`src/rtl/epp_ram_port_if.sv`:
```
// EPP parallel-port bus as seen by the FPGA: host strobes and data in, FPGA data, enable and wait out.
interface epp_ram_port_if;
    logic       epp_astb_n;
    logic       epp_dstb_n;
    logic       epp_wr_n;
    logic [7:0] epp_db_in;
    logic [7:0] epp_db_out;
    logic       epp_db_oe;
    logic       epp_wait;

    modport master (
        output epp_astb_n, epp_dstb_n, epp_wr_n, epp_db_in,
        input  epp_db_out, epp_db_oe, epp_wait
    );

    modport slave (
        input  epp_astb_n, epp_dstb_n, epp_wr_n, epp_db_in,
        output epp_db_out, epp_db_oe, epp_wait
    );
endinterface

```
`src/rtl/epp_ram_port.sv`:
```
// EPP slave exposing a pointer register (0x00) and a RAM data register (0x01) on the RAM host port.
// Build macro EPP_RAM_AUTOINC_EN: pointer post-increments after each RAM data cycle.
module epp_ram_port #(
    parameter int ADDR_W = 8
) (
    input  logic              clk,
    input  logic              rst_n,
    epp_ram_port_if.slave     epp,
    output logic [ADDR_W-1:0] ram_addr,
    output logic [7:0]        ram_din,
    output logic              ram_we,
    input  logic [7:0]        ram_dout
);
    // IDLE wait for strobe | AWR/ARD address reg access | DWR data write | DRD1/DRD2 RAM latency, drive bus | HOLD wait release
    typedef enum logic [2:0] {IDLE, AWR, ARD, DWR, DRD1, DRD2, HOLD} stateT;

    stateT             state;
    stateT             stateNext;
    logic [1:0]        rstPipe;
    logic              rstSyncN;
    logic [1:0]        astbPipe;
    logic [1:0]        dstbPipe;
    logic [1:0]        wrPipe;
    logic              astb_s;
    logic              dstb_s;
    logic              wr_n_s;
    logic [7:0]        areg;
    logic [ADDR_W-1:0] ptr;
    logic [7:0]        readVal;
    logic [7:0]        dbOut;
    logic              dbOe;
    logic              eppWait;

    // Reset asserts asynchronously but releases on a clock edge.
    always_ff @(posedge clk or negedge rst_n) begin
        if (!rst_n) rstPipe <= 2'b00;
        else        rstPipe <= {rstPipe[0], 1'b1};
    end
    assign rstSyncN = rstPipe[1];

    always_ff @(posedge clk or negedge rstSyncN) begin
        if (!rstSyncN) begin
            astbPipe <= 2'b11;
            dstbPipe <= 2'b11;
            wrPipe   <= 2'b11;
        end else begin
            astbPipe <= {astbPipe[0], epp.epp_astb_n};
            dstbPipe <= {dstbPipe[0], epp.epp_dstb_n};
            wrPipe   <= {wrPipe[0], epp.epp_wr_n};
        end
    end
    assign astb_s = astbPipe[1];
    assign dstb_s = dstbPipe[1];
    assign wr_n_s = wrPipe[1];

    always_ff @(posedge clk or negedge rstSyncN) begin
        if (!rstSyncN) state <= IDLE;
        else           state <= stateNext;
    end

    always_comb begin
        stateNext = state;
        unique case (state)
            IDLE: begin
                if (!astb_s)      stateNext = wr_n_s ? ARD : AWR;
                else if (!dstb_s) stateNext = wr_n_s ? DRD1 : DWR;
            end
            AWR, ARD, DWR, DRD2: stateNext = HOLD;
            DRD1:                stateNext = DRD2;
            HOLD: if (astb_s && dstb_s) stateNext = IDLE;
            default:             stateNext = IDLE;
        endcase
    end

    always_comb begin
        readVal = 8'h00;
        if (areg == 8'h01)      readVal = ram_dout;
        else if (areg == 8'h00) readVal = 8'(ptr);
    end

`ifdef EPP_RAM_AUTOINC_EN
    logic dataCyc;

    always_ff @(posedge clk or negedge rstSyncN) begin
        if (!rstSyncN)          dataCyc <= 1'b0;
        else if (state == IDLE) dataCyc <= (stateNext == DWR) || (stateNext == DRD1);
    end
`endif

    always_ff @(posedge clk or negedge rstSyncN) begin
        if (!rstSyncN) begin
            areg    <= 8'h00;
            ptr     <= '0;
            eppWait <= 1'b0;
            dbOe    <= 1'b0;
            dbOut   <= 8'h00;
            ram_we  <= 1'b0;
            ram_din <= 8'h00;
        end else begin
            ram_we <= 1'b0;
            // Write strobe is launched on entry to DWR so it is high for exactly the DWR cycle.
            if (state == IDLE && stateNext == DWR && areg == 8'h01) begin
                ram_we  <= 1'b1;
                ram_din <= epp.epp_db_in;
            end
            unique case (state)
                AWR: begin
                    areg    <= epp.epp_db_in;
                    eppWait <= 1'b1;
                end
                ARD: begin
                    dbOut   <= areg;
                    dbOe    <= 1'b1;
                    eppWait <= 1'b1;
                end
                DWR: begin
                    if (areg == 8'h00) ptr <= epp.epp_db_in[ADDR_W-1:0];
                    eppWait <= 1'b1;
                end
                DRD2: begin
                    dbOut   <= readVal;
                    dbOe    <= 1'b1;
                    eppWait <= 1'b1;
                end
                HOLD: begin
                    if (stateNext == IDLE) begin
                        eppWait <= 1'b0;
                        dbOe    <= 1'b0;
`ifdef EPP_RAM_AUTOINC_EN
                        if (dataCyc && areg == 8'h01) ptr <= ptr + ADDR_W'(1);
`endif
                    end
                end
                default: ;
            endcase
        end
    end

    assign ram_addr       = ptr;
    assign epp.epp_db_out = dbOut;
    assign epp.epp_db_oe  = dbOe;
    assign epp.epp_wait   = eppWait;
endmodule
```
`src/flat_wrapper.sv`:
```
// flat-port wrapper written by rule: the top's interface ports become plain ports
module epp_ram_port_flat 
#(
    parameter int ADDR_W = 8
)
  (clk, rst_n, ram_addr, ram_din, ram_we, ram_dout, epp_epp_astb_n, epp_epp_dstb_n, epp_epp_wr_n, epp_epp_db_in, epp_epp_db_out, epp_epp_db_oe, epp_epp_wait);
  epp_ram_port_if epp_i ();
  input  logic clk;
  input  logic rst_n;
  output logic [ADDR_W-1:0] ram_addr;
  output logic [7:0] ram_din;
  output logic ram_we;
  input  logic [7:0] ram_dout;
  input wire logic [$bits(epp_i.epp_astb_n)-1:0] epp_epp_astb_n;
  input wire logic [$bits(epp_i.epp_dstb_n)-1:0] epp_epp_dstb_n;
  input wire logic [$bits(epp_i.epp_wr_n)-1:0] epp_epp_wr_n;
  input wire logic [$bits(epp_i.epp_db_in)-1:0] epp_epp_db_in;
  output wire logic [$bits(epp_i.epp_db_out)-1:0] epp_epp_db_out;
  output wire logic [$bits(epp_i.epp_db_oe)-1:0] epp_epp_db_oe;
  output wire logic [$bits(epp_i.epp_wait)-1:0] epp_epp_wait;
  assign epp_i.epp_astb_n = epp_epp_astb_n;
  assign epp_i.epp_dstb_n = epp_epp_dstb_n;
  assign epp_i.epp_wr_n = epp_epp_wr_n;
  assign epp_i.epp_db_in = epp_epp_db_in;
  assign epp_epp_db_out = epp_i.epp_db_out;
  assign epp_epp_db_oe = epp_i.epp_db_oe;
  assign epp_epp_wait = epp_i.epp_wait;
  epp_ram_port #(.ADDR_W(ADDR_W)) u_core (.clk(clk), .rst_n(rst_n), .epp(epp_i), .ram_addr(ram_addr), .ram_din(ram_din), .ram_we(ram_we), .ram_dout(ram_dout));
endmodule
```
`config.mk`:
```
export PLATFORM = sky130hd
export DESIGN_NAME = epp_ram_port_flat
export DESIGN_NICKNAME = d
export VERILOG_FILES = /design/src/rtl/epp_ram_port_if.sv /design/src/rtl/epp_ram_port.sv /design/src/flat_wrapper.sv
export SDC_FILE = /design/constraint.sdc
export NUM_CORES = 1
export LEC_CHECK = 0
export BUFFER_PORTS_ARGS = -buffer_cell sky130_fd_sc_hd__buf_2
export CAP_MARGIN = 20
export CORE_ASPECT_RATIO = 0.5
export CORE_UTILIZATION = 31
export DETAILED_ROUTE_END_ITERATION = 8
export SLEW_MARGIN = 20
export SYNTH_ARGS = -nofsm -noshare
export SYNTH_HDL_FRONTEND = slang
export SYNTH_SLANG_ARGS = --single-unit
```
`constraint.sdc`:
```
create_clock -name clk -period 2.1 [get_ports clk]
set_input_delay 0.315 -clock clk [delete_from_list [all_inputs] [get_ports clk]]
set_output_delay 0.315 -clock clk [all_outputs]
set_load 0.03 [all_outputs]
```
Word level (Yosys, flattened, before mapping)
Cells that the tools add are included.
{"block": "word_totals", "ff_bits": 46, "input_bits": 21, "output_inout_bits": 27, "word_cells": 48}
{"block": "op_classes", "n_eq_ne": 9, "mux": 13, "reduce_logical": 14}
{"operator": "two-way mux 8 bit", "count": 2}
{"operator": "one-hot mux 8 bit (2 select lines)", "count": 1}
{"operator": "two-way mux 3 bit", "count": 4}
{"operator": "one-hot mux 3 bit (4 select lines)", "count": 1}
{"operator": "== test 3 x 2 -> 1 bit (second input constant)", "count": 3}
{"operator": "== test 3 bit (second input constant)", "count": 3}
{"operator": "== test 8 x 1 -> 1 bit (second input constant)", "count": 1}
{"operator": "logical NOT 8 bit", "count": 1}
{"operator": "logical NOT 3 bit", "count": 2}
{"operator": "AND reduction 2 bit", "count": 3}
{"operator": "nonzero test 2 bit", "count": 3}
{"operator": "one-hot mux 1 bit (2 select lines)", "count": 2}
{"operator": "OR reduction 4 bit", "count": 1}
{"operator": "== test 3 x 1 -> 1 bit (second input constant)", "count": 1}
{"operator": "logical AND 1 bit", "count": 3}
{"operator": "two-way mux 1 bit", "count": 2}
{"operator": "two-way mux 2 bit", "count": 1}
{"operator": "!= test 2 x 1 -> 1 bit (second input constant)", "count": 1}
{"operator": "OR reduction 2 bit", "count": 1}

Longest topological paths before layout
Gate-level depths: netlist (run 1).
{"block": "logic_depth", "depth_word": 8, "depth_mapped": 6, "mapped_depth_nobuf": 4}

Worst setup path before layout (run 1)
No wires, ideal clock.
{"block": "synth_path", "kind": "flip-flop to flip-flop", "start": "register u_core.astbPipe[1]", "end": "register u_core.ram_din[0]", "setup_ns": 0.125, "arrival_time_ns": 1.783, "required_ns": 1.975, "setup_slack_ns": 0.192, "stages_incl_launch_ff": 5, "path_buffers": 0, "synth_period_minus_slack_ns": 1.908, "path_cell_list": "dfstp_2 nor4b_2 nor3_1 a2111oi_4 mux2_2"}
{"block": "synth_via", "elab_chain_len": 6, "elab_cells_between_ends": 7, "classes_between": "1 x eq/ne; 3 x mux; 3 x reduce/logical"}
{"item": "start, declared", "line_no": "epp_ram_port.sv:21", "text": "logic [1:0] astbPipe;"}
{"item": "start signal, assigned", "line_no": "epp_ram_port.sv:47", "text": "astbPipe <= {astbPipe[0], epp.epp_astb_n};"}
{"item": "logical AND 1 bit", "line_no": "epp_ram_port.sv:70", "text": "HOLD: if (astb_s && dstb_s) stateNext = IDLE;"}
{"item": "two-way mux 3 bit", "line_no": "epp_ram_port.sv:70"}
{"item": "one-hot mux 3 bit (4 select lines) *", "line_no": "epp_ram_port.sv:63", "text": "unique case (state)"}
{"item": "== test 3 x 2 -> 1 bit *", "line_no": "epp_ram_port.sv:102", "text": "if (state == IDLE && stateNext == DWR && areg == 8'h01) begin"}
{"item": "logical AND 1 bit * (2 in a row)", "line_no": "epp_ram_port.sv:102"}
{"item": "end signal, assigned", "line_no": "epp_ram_port.sv:104", "text": "ram_din <= epp.epp_db_in;"}
{"item": "end, declared", "line_no": "epp_ram_port.sv:10", "text": "output logic [7:0] ram_din,"}
Every way passes the cells marked *; elsewhere a longest branch is shown, timed or not.
A chain may end at the register's enable or synchronous reset.

Worst setup path in the final report (run 1)
{"block": "layout_path", "start": "register u_core.areg[5]", "end": "register u_core.ram_din[5]"}
{"block": "layout_via", "elab_chain_len": 2}
{"item": "start, declared", "line_no": "epp_ram_port.sv:27", "text": "logic [7:0] areg;"}
{"item": "start signal, assigned", "line_no": "epp_ram_port.sv:108", "text": "areg <= epp.epp_db_in;"}
{"item": "== test 8 x 1 -> 1 bit", "line_no": "epp_ram_port.sv:102"}
{"item": "logical AND 1 bit", "line_no": "epp_ram_port.sv:102"}
Every way passes these cells.

==> results.sh, run 1 <==
export IMPL_setup_repair_after_global_routing_missed_its_margin="no"
export IMPL_timing_critical_path_required_ns=2.27
export IMPL_yosys_warnings=0
export IMPL_regArea_sq_um=1160
export IMPL_layout_area_overhead_vs_synth_pct=28.45
export IMPL_cp_data_arrival_time_ns=2.14
export IMPL_gate_count_after_technology_mapping=148
export IMPL_ys_dominant_reg_cell="dfrtp_1"
export IMPL_cts_tree="done"
export IMPL_die_area_sq_um=6596
export IMPL_cts_reportedPaths_clkPinSlew_ns=0.06
export IMPL_remaining_max_slew_budget_at_the_tightest_pin_pct=64.91
export IMPL_post_synth_cell_area_avg_sq_um=13.10
export IMPL_cts_resized=0
export IMPL_final_max_slew_viol_count=0
export IMPL_chipWidth_um=113.9
export IMPL_synth_area_top_cells="dfrtp_1, mux2_2, dfstp_2"
export IMPL_clock_tree_buffer_depth=2
export IMPL_commonest_cells_after_routing_fill_and_taps_aside="buf_2, dfrtp_1, mux2_2, a21oi_1, nor2_1"
export IMPL_syn_area_sq_um=1939
export IMPL_numCtsBuffers=5
export IMPL_max_freq_ghz=0.5068
export IMPL_period_share_pct=93.97
export IMPL_grt_overflow_total=0
export IMPL_grt_use_met2_pct=20.91
export IMPL_filler_cell_count=555
export IMPL_cts_htree_levels=2
export IMPL_ys_seq_elements=46
export IMPL_use_met3_pct=3.347
export IMPL_drt_drc_violations_left=0
export IMPL_worstSkewPairLatency_ns=0.28
export IMPL_seq_pwr_share_pct=39.7
export IMPL_finalSetupViolCount=0
export IMPL_initial_core_util_pct=33.71
export IMPL_port_buffers=47
export IMPL_synthesis_nets=169
export IMPL_crit_path_start_kind="flop"
export IMPL_pwr_share_comb_pct=36.9
export IMPL_final_core_utilization_pct=43.30
export IMPL_worst_max_slew_pin_slew_ns=0.5264
export IMPL_place_worst_setup_slack_ns=0.1315
export IMPL_timing_setup_critical_path_class="flop to flop"
export IMPL_root_buffer="clkbuf_16"
export IMPL_final_common_cell="buf_2"
export IMPL_netlist_area_leader_share_pct=51.61
export IMPL_vias=1328
export IMPL_synth_cell_types=29
export IMPL_share_clk_of_total_power_pct=23.4
export IMPL_end_kind="flop"
export IMPL_num_rows=19
export IMPL_via_count_of_the_first_global_routing_pass=1299
export IMPL_finalWirelength_mm=4.094
export IMPL_io_pin_count=48
export IMPL_power_switching_fraction_pct=37.84
export IMPL_antenna_found_initial=0
export IMPL_grt_util_overall_pct=13.61
export IMPL_stdcell_area_sq_um=2491
export IMPL_min_delay_path_class="input port to flop"
export IMPL_groute_layer_met1_usage_pct=19.33
export IMPL_drt_first_iter_violations=38
export IMPL_timing_setup_tns_ns=0
export IMPL_internal_dissipation_uw=2316
export IMPL_grt_max_degree=24
export IMPL_drv_cap=0
export IMPL_layout_nets=225
export IMPL_multiInputGateArea_sq_um=749.5
export IMPL_postPlaceCellArea_sq_um=2318
export IMPL_synth_largest_area_cell="dfrtp_1"
export IMPL_first_pass_grt_wire_length_mm=6.768
export IMPL_drive_gt1_share_pct=46.34
export IMPL_core_area_sq_um=5753
export IMPL_die_y_um=57.93
export IMPL_clock_sink_count=46
export IMPL_drt_pre_antenna_iters=4
export IMPL_power_net_switching_uw=1410
export IMPL_async_flop_share_pct=100.0
export IMPL_gp_congestion=0.8016
export IMPL_total_leakage_power_uw=0.001149
export IMPL_power_density_cell_area_nw_per_um2=1495
export IMPL_ir_worst_vdd_mv=0.5986
export IMPL_vias_per_std_cell=4.595
export IMPL_grt_busiest_layer="met2"
export IMPL_antenna_violating_nets_post_route=0
export IMPL_detailedPlacementHpwl_mm=2.983
export IMPL_timing_hold_violations_final=0
export IMPL_critical_path_peak_fanout=8
export IMPL_synth_enable_flop_cells=0
export IMPL_r2r_setup_slack_ns=0.13
export IMPL_fin_ws_ns=0.1267
export IMPL_finalCriticalPeriod_ns=1.973
export IMPL_yosysSeqAreaShare_pct=59.74
export IMPL_drt_wirelength_per_cell_um=14.17
export IMPL_fin_worst_skew_ns=0.005369
export IMPL_status="finished clean"
export IMPL_count_of_inserted_antenna_diode_cells=0
[flip-flops by register name (all words and copies together), names as in the netlist]
register and count:
u_core.areg 8, u_core.epp.epp_db_out 8, u_core.ram_addr 8, u_core.ram_din 8
u_core.state 3, u_core.astbPipe 2, u_core.dstbPipe 2, u_core.rstPipe 2
u_core.wrPipe 2, u_core.epp.epp_db_oe 1, u_core.epp.epp_wait 1, u_core.ram_we 1
[per-stage QoR]
| step | instances | hold slack (ns) | total power [uW] |
|---|---|---|---|
| finish | 289 | 0.1280 | 3725 |
| global route | 289 | 0.1224 | 3947 |
| CTS | 289 | 0.1263 | 3767 |
| detailed placement | 280 | 0.1016 | 2883 |
| global placement | 280 | 0.09988 | 2853 |
| floorplan | 148 | 0.01941 | 2473 |
[cell families after synthesis]
family	synth area share (%)
AOI/OAI and AO/OA	9.872
buffers and inverters	1.612
DFF	59.74
muxes	18.06
other	0.1934
and+or+nand+nor	10.52
[worst paths after layout]
check	cells past startpoint	start	to
worst min-delay path	1	epp_epp_astb_n	u_core.astbPipe[0]
worst max-delay path	5	u_core.areg[5]	u_core.ram_din[5]
worst max register to register	5	u_core.areg[5]	u_core.ram_din[5]
min in group asynchronous	0	u_core.rstPipe[1]	u_core.ram_addr[7]
max in group asynchronous	1	u_core.rstPipe[1]	u_core.areg[2]
worst min register to register	0	u_core.rstPipe[1]	u_core.ram_addr[7]
[synth_stat cells (all sizes together), types with 2 or more instances]
| cell | n |
|---|---|
| a21oi | 12 |
| a2111oi | 2 |
| nand3b | 2 |
| and2 | 2 |
| nand3 | 2 |
| nand2 | 7 |
| mux2i | 8 |
| mux2 | 24 |
| a2bb2oi | 8 |
| nor2 | 12 |
| dfrtp | 40 |
| nor3 | 4 |
| buf | 5 |
| dfstp | 6 |
| o21ai | 2 |
[critical path: stages (launching register included)]
cell and delay, ns:
dfrtp_1 0.40, nor3_1 0.38, nand2_1 0.17, a2111oi_4 0.33, buf_4 0.23, mux2_2 0.35
[cell type report]
class	instances	area share, %
clock buffer	7	5.324
clock inverter	1	1.205
inverter	1	0.1507
multi-input combinational	95	30.09
sequential	46	46.56
tap	84	4.219
timing repair buffer	55	12.46
[per-layer routing]
metal  routed length, um  share of wire (%)
met4                  34               0.83
met5                   0                  0
met2                1896                 46
met1                2029                 50
met3                 134                3.3
[timing repair]
action | CTS | global route
hold buffers | 1 | 0
buffers inserted | 0 | 0
endpoints found under the hold margin | 2 | 0
[power by group through the flow]
stage               Sequential (uW)  Clock, uW  Combinational [uW]
CTS                            1480        895                1390
global placement               1480          0                1370
floorplan                      1740          0                 732
global route                   1530        930                1490
detailed placement             1500          0                1390
finish                         1480        871                1380
Power figures use the tool's default switching activity.
==> inputs of run 2 (changes only) <==
--- a/config.mk
+++ b/config.mk
@@ -10,6 +10,7 @@
 export CORE_ASPECT_RATIO = 0.5
 export CORE_UTILIZATION = 31
 export DETAILED_ROUTE_END_ITERATION = 8
+export RECOVER_POWER = 100
 export SLEW_MARGIN = 20
 export SYNTH_ARGS = -nofsm -noshare
 export SYNTH_HDL_FRONTEND = slang
==> run 2 against run 1 <==
Compared with the run above: worst hold slack about the same; via count decreased by 1.1%; register-to-register slack about the same; utilization decreased by 1.0 points; highest routed layer unchanged; clock power about the same; cell area decreased by 2.4%; power decreased by 1.1%; final cell count unchanged.
==> results.sh, run 2 (synthesis results as in run 1) <==
export IMPL_num_rows=19
export IMPL_drt_pre_antenna_iters=4
export IMPL_layout_area_overhead_vs_synth_pct=25.42
export IMPL_cts_reportedPaths_clkPinSlew_ns=0.06
export IMPL_critical_path_peak_fanout=11
export IMPL_final_core_utilization_pct=42.28
export IMPL_final_max_slew_viol_count=0
export IMPL_timing_setup_critical_path_class="flop to flop"
export IMPL_slowest_stage="dfrtp_1"
export IMPL_pwr_share_comb_pct=35.9
export IMPL_timing_hold_violations_final=0
export IMPL_internal_dissipation_uw=2261
export IMPL_antenna_found_initial=0
export IMPL_power_uw=3683
export IMPL_vias_per_std_cell=4.547
export IMPL_chipWidth_um=113.9
export IMPL_share_clk_of_total_power_pct=23.7
export IMPL_detailedPlacementHpwl_mm=2.983
export IMPL_count_of_inserted_antenna_diode_cells=0
export IMPL_clock_tree_buffer_depth=2
export IMPL_cp_cell_sequence="nor4b_2 -> nor3_1 -> a2111oi_4 -> buf_4 -> mux2_2"
export IMPL_timing_setup_tns_ns=0
export IMPL_power_net_switching_uw=1423
export IMPL_final_common_cell="dfrtp_1"
export IMPL_cts_resized=0
export IMPL_min_delay_path_class="input port to flop"
export IMPL_worstSkewPairLatency_ns=0.28
export IMPL_finalSetupViolCount=0
export IMPL_io_pin_count=48
export IMPL_layout_nets=225
export IMPL_numCtsBuffers=5
export IMPL_grt_overflow_total=0
export IMPL_root_buffer="clkbuf_16"
export IMPL_cp_slowest_stage_delay_ns=0.49
export IMPL_setup_repair_after_global_routing_missed_its_margin="no"
export IMPL_grt_util_overall_pct=13.61
export IMPL_gp_congestion=0.8016
export IMPL_clock_sink_count=46
export IMPL_count_of_buffers_added_by_post_cts_timing_repair_for_setup=0
export IMPL_remaining_max_slew_budget_at_the_tightest_pin_pct=39.80
export IMPL_seq_pwr_share_pct=40.4
export IMPL_power_switching_fraction_pct=38.62
export IMPL_fin_worst_skew_ns=0.004933
export IMPL_antenna_violating_nets_post_route=0
export IMPL_drive_gt1_share_pct=31.22
export IMPL_worst_max_slew_pin_slew_ns=0.9031
export IMPL_r2r_setup_slack_ns=0.12
export IMPL_status="finished clean"
export IMPL_die_area_sq_um=6596
export IMPL_cp_data_arrival_time_ns=2.14
export IMPL_finalWirelength_mm=4.140
export IMPL_vias=1314
export IMPL_via_count_of_the_first_global_routing_pass=1299
export IMPL_filler_cell_count=567
export IMPL_die_y_um=57.93
export IMPL_ir_worst_vdd_mv=0.6000
export IMPL_finalCriticalPeriod_ns=1.976
export IMPL_grt_max_degree=24
export IMPL_commonest_cells_after_routing_fill_and_taps_aside="dfrtp_1, clkbuf_1, mux2_2, buf_2"
export IMPL_hold_slack_ns=0.1283
export IMPL_drt_first_iter_violations=22
export IMPL_multiInputGateArea_sq_um=749.5
export IMPL_power_density_cell_area_nw_per_um2=1514
export IMPL_end_kind="flop"
export IMPL_drv_cap=0
export IMPL_dp_cells=280
export IMPL_cts_tree="done"
export IMPL_port_buffers=47
export IMPL_crit_path_start_kind="flop"
export IMPL_total_leakage_power_uw=0.001048
export IMPL_core_area_sq_um=5753
export IMPL_first_pass_grt_wire_length_mm=6.768
export IMPL_initial_core_util_pct=33.71
export IMPL_regArea_sq_um=1159
export IMPL_drt_wirelength_per_cell_um=14.33
export IMPL_cts_htree_levels=2
export IMPL_final_cell_count_no_fill=289
export IMPL_drt_drc_violations_left=0
export IMPL_timing_critical_path_required_ns=2.27
export IMPL_max_freq_ghz=0.5062
export IMPL_period_share_pct=94.08
[run 2: changes by cell type in the layout (fill, tap and decap cells not counted), sizes merged]
cell | previous run | this run
buf | 54 | 23
clkbuf | 7 | 38
[run 2: through the flow]
step           cell area, sq um  setup slack, ns
6_report                   2432           0.1244
5_1_grt                    2432         0.001169
4_1_cts                    2491           0.1266
3_5_place_dp               2318           0.1315
3_3_place_gp               2318           0.1550
2_1_floorplan              1939           0.1924
[run 2: per-layer routing]
metal	share of wire (%)	vias up	wire (um)	track usage, %
li1	-	644	-	-
met1	51	651	2102	19.33
met2	46	14	1888	20.91
met3	2.8	5	115	3.347
met4	0.82	0	34	3.896
met5	0	-	0	0
[run 2: cell type report]
class / count / share of cell area [%]
multi-input cells: 95 / 30.81
inverters: 1 / 0.1543
clock inverters: 1 / 1.235
well taps: 84 / 4.321
clock buffers: 7 / 5.453
flip-flops and latches: 46 / 47.63
repair buffers: 55 / 10.39
[run 2: path summary, 6_finish.rpt]
kind                            cells past startpoint              start            endpoint
worst max-delay path                                5    u_core.state[2]   u_core.ram_din[5]
worst min-delay path                                1     epp_epp_astb_n  u_core.astbPipe[0]
worst max register to register                      5    u_core.state[2]   u_core.ram_din[5]
worst min register to register                      0  u_core.rstPipe[0]   u_core.rstPipe[1]
max in group asynchronous                           1  u_core.rstPipe[1]      u_core.areg[2]
min in group asynchronous                           2              rst_n   u_core.rstPipe[0]
[run 2: worst max-delay path, delay by kind of cell (launching register included)]
kind	cells	cell delay [ns]
buffers and inverters	1	0.23
AOI/OAI and AO/OA	1	0.34
DFF	1	0.49
muxes	1	0.35
and+or+nand+nor	2	0.44
[run 2: timing repair]
item,4_1_cts,5_1_grt
endpoints found under the hold margin,2,0
hold buffers,1,0
endpoints found under the setup margin,0,0
[run 2: power groups by stage]
stage / registers, uW / logic (uW) / clock network [uW]
after global routing: 1530 / 1430 / 930
after detailed placement: 1500 / 1390 / 0
final: 1490 / 1320 / 874
after global placement: 1480 / 1370 / 0
after CTS: 1480 / 1390 / 895
after floorplan: 1740 / 732 / 0
